**src/rtl/dmem_pkg.sv**
```systemverilog
// Shared types and constants for the MEM-stage data memory responder.
// Latency: none (declarations only).
// Backpressure: none (declarations only).
package dmem_pkg;

  // Responder FSM states
  typedef enum logic [1:0] {
    IDLE = 2'd0,
    BUSY = 2'd1,
    RESP = 2'd2
  } state_t;

  localparam int DATA_W_DFLT = 64;  // default data word width
  localparam int WORD_OFF    = 3;   // byte-offset bits within a 64-bit word
  localparam int ADDR_W      = 64;  // byte address width

  // A request is bad if it is not word aligned or addresses past the array.
  function automatic logic addr_bad(input logic [ADDR_W-1:0] addr, input int idx_w);
    logic [ADDR_W-1:0] hi;
    hi = addr >> (WORD_OFF + idx_w);
    return (addr[WORD_OFF-1:0] != '0) || (hi != '0);
  endfunction

endpackage

```
**src/rtl/sram_1rw.sv**
```systemverilog
// Single-port DEPTH x DATA_W array, synchronous write and synchronous read.
// Latency: read data appears in rdata_o the cycle after en&~we; writes land on the edge.
// Backpressure: none; one access per enabled cycle, rdata_o holds between reads.
module sram_1rw
  import dmem_pkg::*;
#(
  parameter int DATA_W = DATA_W_DFLT,
  parameter int DEPTH  = 32,
  parameter int IDX_W  = $clog2(DEPTH)
) (
  input  logic              clk,
  input  logic              en_i,
  input  logic              we_i,
  input  logic [IDX_W-1:0]  addr_i,
  input  logic [DATA_W-1:0] wdat_i,
  output logic [DATA_W-1:0] rdat_o
);

  logic [DATA_W-1:0] mem_q [DEPTH];
  logic [DATA_W-1:0] rdat_q;

  // Array access: contents and read register are intentionally never reset
  always_ff @(posedge clk) begin
    if (en_i) begin
      if (we_i) begin
        mem_q[addr_i] <= wdat_i;
      end else begin
        rdat_q <= mem_q[addr_i];
      end
    end
  end

  assign rdat_o = rdat_q;

endmodule

```
**src/rtl/data_mem_responder.sv**
```systemverilog
// MEM-stage load/store responder: latches a request, waits WAIT_CYCLES, then accesses the array.
// Latency: request in cycle 0 -> mem_done pulse in cycle WAIT_CYCLES+1.
// Backpressure: stall held for WAIT_CYCLES+1 cycles, low in RESP so the pipeline advances.
module data_mem_responder
  import dmem_pkg::*;
#(
  parameter int DATA_W      = DATA_W_DFLT,
  parameter int DEPTH       = 32,
  parameter int WAIT_CYCLES = 2
) (
  input  logic              clk,
  input  logic              reset,
  input  logic [ADDR_W-1:0] daddrbus,
  input  logic [DATA_W-1:0] databus_in,
  input  logic              SW_MEM,
  input  logic              LW_MEM,
  output logic [DATA_W-1:0] databus_out,
  output logic              stall,
  output logic              mem_done,
  output logic              addr_err
);

  localparam int IDX_W = $clog2(DEPTH);
  localparam int CNT_W = (WAIT_CYCLES < 2) ? 1 : $clog2(WAIT_CYCLES + 1);

  state_t            state_q, state_d;
  logic [CNT_W-1:0]  cnt_q;
  logic [IDX_W-1:0]  idx_q;
  logic [DATA_W-1:0] wdat_q;
  logic              store_q, load_q, err_q;
  // When set, databus_out reads as zero (after reset or a rejected load)
  logic              zero_q;

  logic              req, req_err;
  logic [IDX_W-1:0]  req_idx;
  logic              enter_resp;
  logic              acc_store, acc_load, acc_err;
  logic [IDX_W-1:0]  acc_idx;
  logic [DATA_W-1:0] acc_wdat;
  logic [DATA_W-1:0] sram_rdat;

  assign req     = SW_MEM | LW_MEM;
  assign req_idx = daddrbus[WORD_OFF +: IDX_W];
  assign req_err = addr_bad(daddrbus, IDX_W) | (SW_MEM & LW_MEM);

  // The array is touched on the edge that enters RESP; a reset on that edge drops the access.
  assign enter_resp = (state_d == RESP) & ~reset;

  // With zero wait cycles the access edge is the request edge, so take the live inputs in IDLE
  always_comb begin
    if (state_q == IDLE) begin
      acc_store = SW_MEM;
      acc_load  = LW_MEM;
      acc_err   = req_err;
      acc_idx   = req_idx;
      acc_wdat  = databus_in;
    end else begin
      acc_store = store_q;
      acc_load  = load_q;
      acc_err   = err_q;
      acc_idx   = idx_q;
      acc_wdat  = wdat_q;
    end
  end

  // FSM state register
  always_ff @(posedge clk) begin
    if (reset) begin
      state_q <= IDLE;
    end else begin
      state_q <= state_d;
    end
  end

  // FSM next-state logic
  always_comb begin
    state_d = state_q;
    case (state_q)
      IDLE: begin
        if (req) begin
          state_d = (WAIT_CYCLES > 0) ? BUSY : RESP;
        end
      end
      BUSY: begin
        if (cnt_q == CNT_W'(1)) begin
          state_d = RESP;
        end
      end
      RESP:    state_d = IDLE;
      default: state_d = IDLE;
    endcase
  end

  // FSM outputs: stall, done and error decodes
  always_comb begin
    stall       = ((state_q == IDLE) & req) | (state_q == BUSY);
    mem_done    = (state_q == RESP);
    addr_err    = (state_q == RESP) & err_q;
    databus_out = zero_q ? '0 : sram_rdat;
  end

  // Request latch, wait counter and load-result qualifier
  always_ff @(posedge clk) begin
    if (reset) begin
      cnt_q   <= '0;
      idx_q   <= '0;
      wdat_q  <= '0;
      store_q <= 1'b0;
      load_q  <= 1'b0;
      err_q   <= 1'b0;
      zero_q  <= 1'b1;
    end else begin
      if ((state_q == IDLE) && req) begin
        cnt_q   <= CNT_W'(WAIT_CYCLES);
        idx_q   <= req_idx;
        wdat_q  <= databus_in;
        store_q <= SW_MEM;
        load_q  <= LW_MEM;
        err_q   <= req_err;
      end else if (state_q == BUSY) begin
        cnt_q <= cnt_q - CNT_W'(1);
      end
      if (enter_resp && acc_load) begin
        zero_q <= acc_err;
      end
    end
  end

  sram_1rw #(
    .DATA_W (DATA_W),
    .DEPTH  (DEPTH),
    .IDX_W  (IDX_W)
  ) u_sram (
    .clk    (clk),
    .en_i   (enter_resp & ~acc_err),
    .we_i   (acc_store),
    .addr_i (acc_idx),
    .wdat_i (acc_wdat),
    .rdat_o (sram_rdat)
  );

endmodule
```
**config.mk**
```make
export PLATFORM = sky130hd
export DESIGN_NAME = data_mem_responder
export DESIGN_NICKNAME = d
export VERILOG_FILES = /design/src/rtl/dmem_pkg.sv /design/src/rtl/sram_1rw.sv /design/src/rtl/data_mem_responder.sv
export SDC_FILE = /design/constraint.sdc
export NUM_CORES = 2
export LEC_CHECK = 0
export BUFFER_PORTS_ARGS = -buffer_cell sky130_fd_sc_hd__buf_2
export CAP_MARGIN = 20
export CORE_MARGIN = 3
export CORE_UTILIZATION = 65
export CTS_BUF_LIST = sky130_fd_sc_hd__clkbuf_8
export DETAILED_ROUTE_END_ITERATION = 12
export PLACE_DENSITY = 0.88
export SYNTH_ARGS = -nofsm -noshare
export SYNTH_HDL_FRONTEND = slang
export SYNTH_HIERARCHICAL = 1
export SYNTH_SLANG_ARGS = --single-unit
```
**constraint.sdc**
```tcl
create_clock -name clk -period 15.7 [get_ports clk]
set_clock_uncertainty 0.1 [all_clocks]
set_input_delay 0.785 -clock clk [delete_from_list [all_inputs] [get_ports clk]]
set_output_delay 0.785 -clock clk [all_outputs]
set_load 0.02 [all_outputs]
```
Word level (Yosys, flattened, before mapping). Memory sizes are Yosys's and may differ from the RTL's. A register that Yosys moved wholly into a read port is not among the register bits. Index checks and enable logic that the tools add are counted.

Memories: 1. Input bits: 132. Bits in latches: 0. Output and inout port bits: 67. Bits in read-only memories: 0. Logic and storage cells: 49. Flip-flop bits (word level): 77. Memory bits (writable): 2048.

Bitwise operators: 11. Shift-type cells: 0. Multiply operators: 0. Magnitude comparators: 0. Reductions and logical operators: 9. $add $sub $neg: 1. Multiplexer cells: 14. Divide/modulo/power cells: 0. Equality and inequality tests: 4.

Memories: u_sram.mem_q (words 32, bits a word 64, rd ports 1, clocked after memory_dff 1, wr ports 1, line sram_1rw.sv:19) `logic [DATA_W-1:0] mem_q [DEPTH];`.

Operators with widths (count): 64-bit 2-to-1 mux (2); 64-bit nonzero test (1); 2-bit 2-to-1 mux (4); 1-bit 2-to-1 mux (6); 1-bit AND (5); 5-bit 2-to-1 mux (1); 2-bit by 1-bit == test with 1-bit output, second input constant (2); 2-bit == test, second input constant (2); 2-bit case mux with 2 select lines (1); 1-bit inverter (3); 1-bit bitwise OR (3); 3-bit nonzero test (1); 1-bit logical AND (2); 2-bit zero test (1); 2-bit AND reduction (1); 2-bit nonzero test (1); 2-bit OR reduction (1); 2-bit by 1-bit subtractor with 2-bit output, second input constant (1); 1-bit logical OR (1).

Depth between registers and ports, before layout.
Depth in word-level cells: 8. Gate-level depth with buffers: 11. Depth with buffers taken out: 8.

By module. The synthesis kept the hierarchy.

By module, submodules not included: sram_1rw (cells an instance 4139, area an instance 79521.3 um2, instances 1); data_mem_responder (cells an instance 505, area an instance 4077.7 um2, instances 1).

Least setup slack after synthesis. No wires, ideal clock.

Kind: reg2reg. From: register state_q[1]. To: memory u_sram/mem_q[25][0] (netlist name) (enable). Required time: 15.035 ns. Period minus slack after synthesis: 6.994 ns. Cell stages (with the launch flop): 11. Path slack: 8.706 ns. Arrival: 6.329 ns. Cells stage by stage: dfxtp_1 nor2_4 buf_2 mux2_2 clkbuf_1 buf_2 buf_4 buf_2 nor2_1 nand2_1 nor3_1.

Elaborated cells on any way between the ends: 15. Classes of those cells: 2 x eq/ne; 9 x mux; 3 x bitwise; 1 x reduce/logical.

RTL lines: start, declared (line data_mem_responder.sv:26) `state_t state_q, state_d;`; start signal, assigned (line data_mem_responder.sv:71) `state_q <= state_d;`; 2-bit zero test (line data_mem_responder.sv:51) `if (state_q == IDLE) begin`; 5-bit 2-to-1 mux (line data_mem_responder.sv:51); named net acc_idx[1] (line data_mem_responder.sv:38) `logic [IDX_W-1:0] acc_idx;`; end, declared (line sram_1rw.sv:19).

The timed path passes the listed nets, and every way through them passes these cells.

Worst setup path after layout.
From: register state_q[1]. To: register u_sram.rdat_q[25], in the netlist u_sram/rdat_o[25] (read register of u_sram.mem_q), data pin.

Elaborated cells on any way between the ends: 14. Classes of those cells: 2 x eq/ne; 6 x mux; 4 x bitwise; 2 x reduce/logical.

RTL lines: 2-bit zero test (line data_mem_responder.sv:51); 5-bit 2-to-1 mux (line data_mem_responder.sv:51); named net acc_idx[1] (line data_mem_responder.sv:38); end, declared (line sram_1rw.sv:20) `logic [DATA_W-1:0] rdat_q;`.

The timed path passes the listed nets, and every way through them passes these cells. A chain may end at the register's enable or synchronous reset.

==> qor.log <==
[synthesis] top_reg_cell synth sky130_fd_sc_hd__edfxtp_1
[global_routing] via count of the first global-routing pass 49600
[cells_and_area] fin nets 5212
[global_routing] largest net degree at the start of global routing 137
[cells_and_area] fraction of final layout cells with drive strength greater than 1 15.8%
[synthesis] average footprint of a synthesized cell 18.0 um^2
[drt] number of design rule violations left after detail routing 0
[place] placement-stage cell area 86500 um^2
[place] Final Wtd Congestion 0.807
[clock_tree] number of gates resized after cts 0
[drt] routed vias 49700
[timing] portion of the clock cycle consumed by the worst path in the final layout 47.6%
[drt] number of optimization iterations in the first detailed-route pass 8
[place] number of buffer cells added on primary ports 198
[drt] post-detailed-routing wire length 237 mm
[die] chip height 365 um
[die] full die area 133000 um^2
[setup_path] CP Class reg2reg
[global_routing] initial antenna violation count 12
[synthesis] synthesized cell area 83600 um^2
[clock_tree] maximum root-to-sink buffer count 4
[drt] final antenna-violating net count 0
[setup_path] CP Max Fanout 136
[synthesis] leading post-synthesis cells by instance count sky130_fd_sc_hd__edfxtp_1, sky130_fd_sc_hd__mux2i_1, sky130_fd_sc_hd__o22ai_1
[synthesis] synth unique cells 42
[cells_and_area] Filler cells 6370
[die] horizontal extent of the die 365 um
[timing] total negative slack for setup checks 0 ns
[timing] worst rel slew slack 18.3%
[die] placeable core region 127000 um^2
[synthesis] share of synthesized registers carrying an async set or reset 0%
[global_routing] total gr overflow 0
[clock_tree] register clock-pin slew on the reported worst setup and hold paths 0.07 ns
[clock_tree] Worst-Skew Late Latency 1.00 ns
[cells_and_area] Final Instance Area 93300 um^2
[worst_hold_path] worst hold path class in2reg
[global_routing] Global Route Usage Sum 35.5%
[place] number of placed instances, taps included 6325
[timing] transition at the pin with the smallest max-transition slack 1.22 ns
[drt] count of routing violations after the opening detailed-route iteration 8428
[timing] RSZ-0062 raised after global routing false
[clock_tree] cts-stage hold buffer count 63
[setup_path] critical path required time 16.33 ns
[timing] Max Transition Viols Final 0
[timing] Final Setup Violations 0
[setup_path] element type at the critical path end register
[timing] final period demand of the worst path 7.47 ns
[clock_tree] total number of H-tree levels 5
[synthesis] top-count cell post-synth sky130_fd_sc_hd__edfxtp_1
[synthesis] number of flops mapped to enable cells by yosys 2112
[setup_path] Setup crit start kind register
[synthesis] post-synthesis net count 4777
[synthesis] area share of the largest cell type after synthesis 75.9%
[synthesis] flop and latch count out of synthesis 2189
[global_routing] global-route wire length before repair 335 mm
[synthesis] sequential cell area fraction in the yosys report 77.7%
[clock_tree] clock net sink count 2189
[clock_tree] CTS tree yes
[cells_and_area] Non-Filler Instances 6981
[pwr] peak supply drop 0.0959 mV
[run] MaxCap Viol Count 0
[synthesis] Syn. warnings 6
[cells_and_area] Layout area overhead 11.6%
[drt] Wirelength per Cell 33.9 um
[pwr] power density relative to cell area 128 nW/um^2
[synthesis] post-synthesis cell count 4644
[clock_tree] cell at the root of the clock tree sky130_fd_sc_hd__clkbuf_8
[setup_path] critical path data arrival time 8.10 ns
[clock_tree] TritonCTS buffer count 336
[clock_tree] setup bufs post-CTS 0
[die] Ports 199
[timing] fmax 134 MHz
[die] Starting Density 66.0%
[synthesis] cell type contributing the most total cell area after synthesis sky130_fd_sc_hd__edfxtp_1
[pwr] leakage dissipation 32.2 nW
[synthesis] synth top area cells sky130_fd_sc_hd__edfxtp_1, sky130_fd_sc_hd__mux2i_1, sky130_fd_sc_hd__o22ai_1
[run_status] result of the run completed
[place] Final HPWL DP 115 mm
[timing] number of hold-slack violations in the final timing report 0
[drt] per-cell via count in the routed design 7.12
[die] Site Rows 130
==> power by group <==
group	internal [W]	total [W]	switching, W	leakage, nW
registers	0.00654	0.00655	0.00000983	19.7
logic	0.000327	0.00101	0.000683	8.91
clock network	0.00224	0.00440	0.00216	3.54
total	0.00911	0.0120	0.00285	32.2
==> stage by stage <==
step | util [%] | worst slack, ns | hold slack [ns] | total power (W)
CTS | 73.6 | 8.29 | 0.0000612 | 0.0119
detailed placement | 68.3 | 8.31 | 0.344 | 0.00761
finish | 73.6 | 8.23 | 0.0662 | 0.0120
floorplan | - | 8.71 | 0.333 | 0.00732
global placement | 68.2 | 8.44 | 0.339 | 0.00757
global route | 73.6 | 7.91 | 0.0420 | 0.0122
==> kinds of logic (layout without fill, tap and decap cells) <==
kind of cell,count (synthesis),count (layout),share of synthesized area (%)
AO/OA/AOI/OAI,593,593,4.34
XOR/XNOR,1,1,0.0105
adder cells (fa/ha/maj),1,1,0.0150
buffers and inverters,273,949,1.68
flip-flops,2189,2189,77.7
multiplexers,1093,1093,13.2
other,0,11,0
AND/OR/NAND/NOR,494,494,3.06
==> registers in the layout (all words and copies together), names as in the netlist <==
name and cells:
store_q 1, state_q 2, u_sram/rdat_o 64, zero_q 1
u_sram/mem_q 2048, cnt_q 2, wdat_q 64, load_q 1
err_q 1, idx_q 5
==> cells in the final DEF, fill, tap and decap left out, types with 3 or more instances in the layout <==
master and count:
sky130_fd_sc_hd__a21oi_1 74, sky130_fd_sc_hd__buf_12 4, sky130_fd_sc_hd__buf_2 197, sky130_fd_sc_hd__buf_4 102, sky130_fd_sc_hd__bufinv_16 7, sky130_fd_sc_hd__clkbuf_8 364
sky130_fd_sc_hd__clkinv_1 59, sky130_fd_sc_hd__clkinv_2 30, sky130_fd_sc_hd__clkinvlp_4 4, sky130_fd_sc_hd__dfxtp_1 76, sky130_fd_sc_hd__diode_2 11, sky130_fd_sc_hd__dlygate4sd3_1 63
sky130_fd_sc_hd__edfxtp_1 2112, sky130_fd_sc_hd__inv_1 113, sky130_fd_sc_hd__mux2_2 68, sky130_fd_sc_hd__mux2i_1 1024, sky130_fd_sc_hd__nand2_1 213, sky130_fd_sc_hd__nand4_1 4
sky130_fd_sc_hd__nand4b_1 5, sky130_fd_sc_hd__nand4bb_4 6, sky130_fd_sc_hd__nor2_1 3, sky130_fd_sc_hd__nor2_4 29, sky130_fd_sc_hd__nor2b_1 66, sky130_fd_sc_hd__nor3_2 4
sky130_fd_sc_hd__nor4_1 141, sky130_fd_sc_hd__o22ai_1 512, sky130_fd_sc_hd__or4b_4 4
==> cell type report <==
cell class / instances / area, um^2 / share of cell area (%)
multi-input cells: 2182 / 17600 / 18.9
inverters: 1 / 3.75 / 0.00402
flip-flops and latches: 2189 / 65000 / 69.6
diodes: 11 / 27.5 / 0.0295
clock buffers: 364 / 5010 / 5.37
well taps: 1650 / 2060 / 2.21
repair buffers: 369 / 2530 / 2.71
clock inverters: 215 / 1060 / 1.14
==> worst max-delay path, cell delays in order, from the launching register on <==
cell and delay (ns):
sky130_fd_sc_hd__dfxtp_1 0.35, sky130_fd_sc_hd__nor2_4 0.42, sky130_fd_sc_hd__mux2_8 0.78, sky130_fd_sc_hd__buf_4 0.91, sky130_fd_sc_hd__buf_4 0.88, sky130_fd_sc_hd__buf_12 0.62, sky130_fd_sc_hd__buf_4 0.93, sky130_fd_sc_hd__buf_4 0.95
sky130_fd_sc_hd__mux2i_1 0.35, sky130_fd_sc_hd__o22ai_1 0.13, sky130_fd_sc_hd__nor4_1 0.36, sky130_fd_sc_hd__nand2_1 0.11
==> metal layers <==
layer / wire length, um / vias to the layer above / track usage [%]
met5: 16 / - / 0
li1: - / 19500 / -
met3: 40400 / 1171 / 13.5
met2: 106000 / 5023 / 53.3
met4: 15400 / 2 / 20.3
met1: 74800 / 24000 / 44.8
==> path summary, 6_finish.rpt <==
kind / cells after the start / from / slack, ns / endpoint
setup / recovery: 11 / state_q[1]$_SDFF_PP0_ / 8.23 / u_sram/rdat_o[25]$_DFFE_PP_
hold / removal: 3 / databus_in[31] / 0.07 / wdat_q[31]$_SDFFE_PP0P_
setup reg to reg: 11 / state_q[1]$_SDFF_PP0_ / 8.23 / u_sram/rdat_o[25]$_DFFE_PP_
hold reg to reg: 2 / wdat_q[55]$_SDFFE_PP0P_ / 0.35 / wdat_q[55]$_SDFFE_PP0P_
Note: power is estimated with default switching activity, not from simulation.
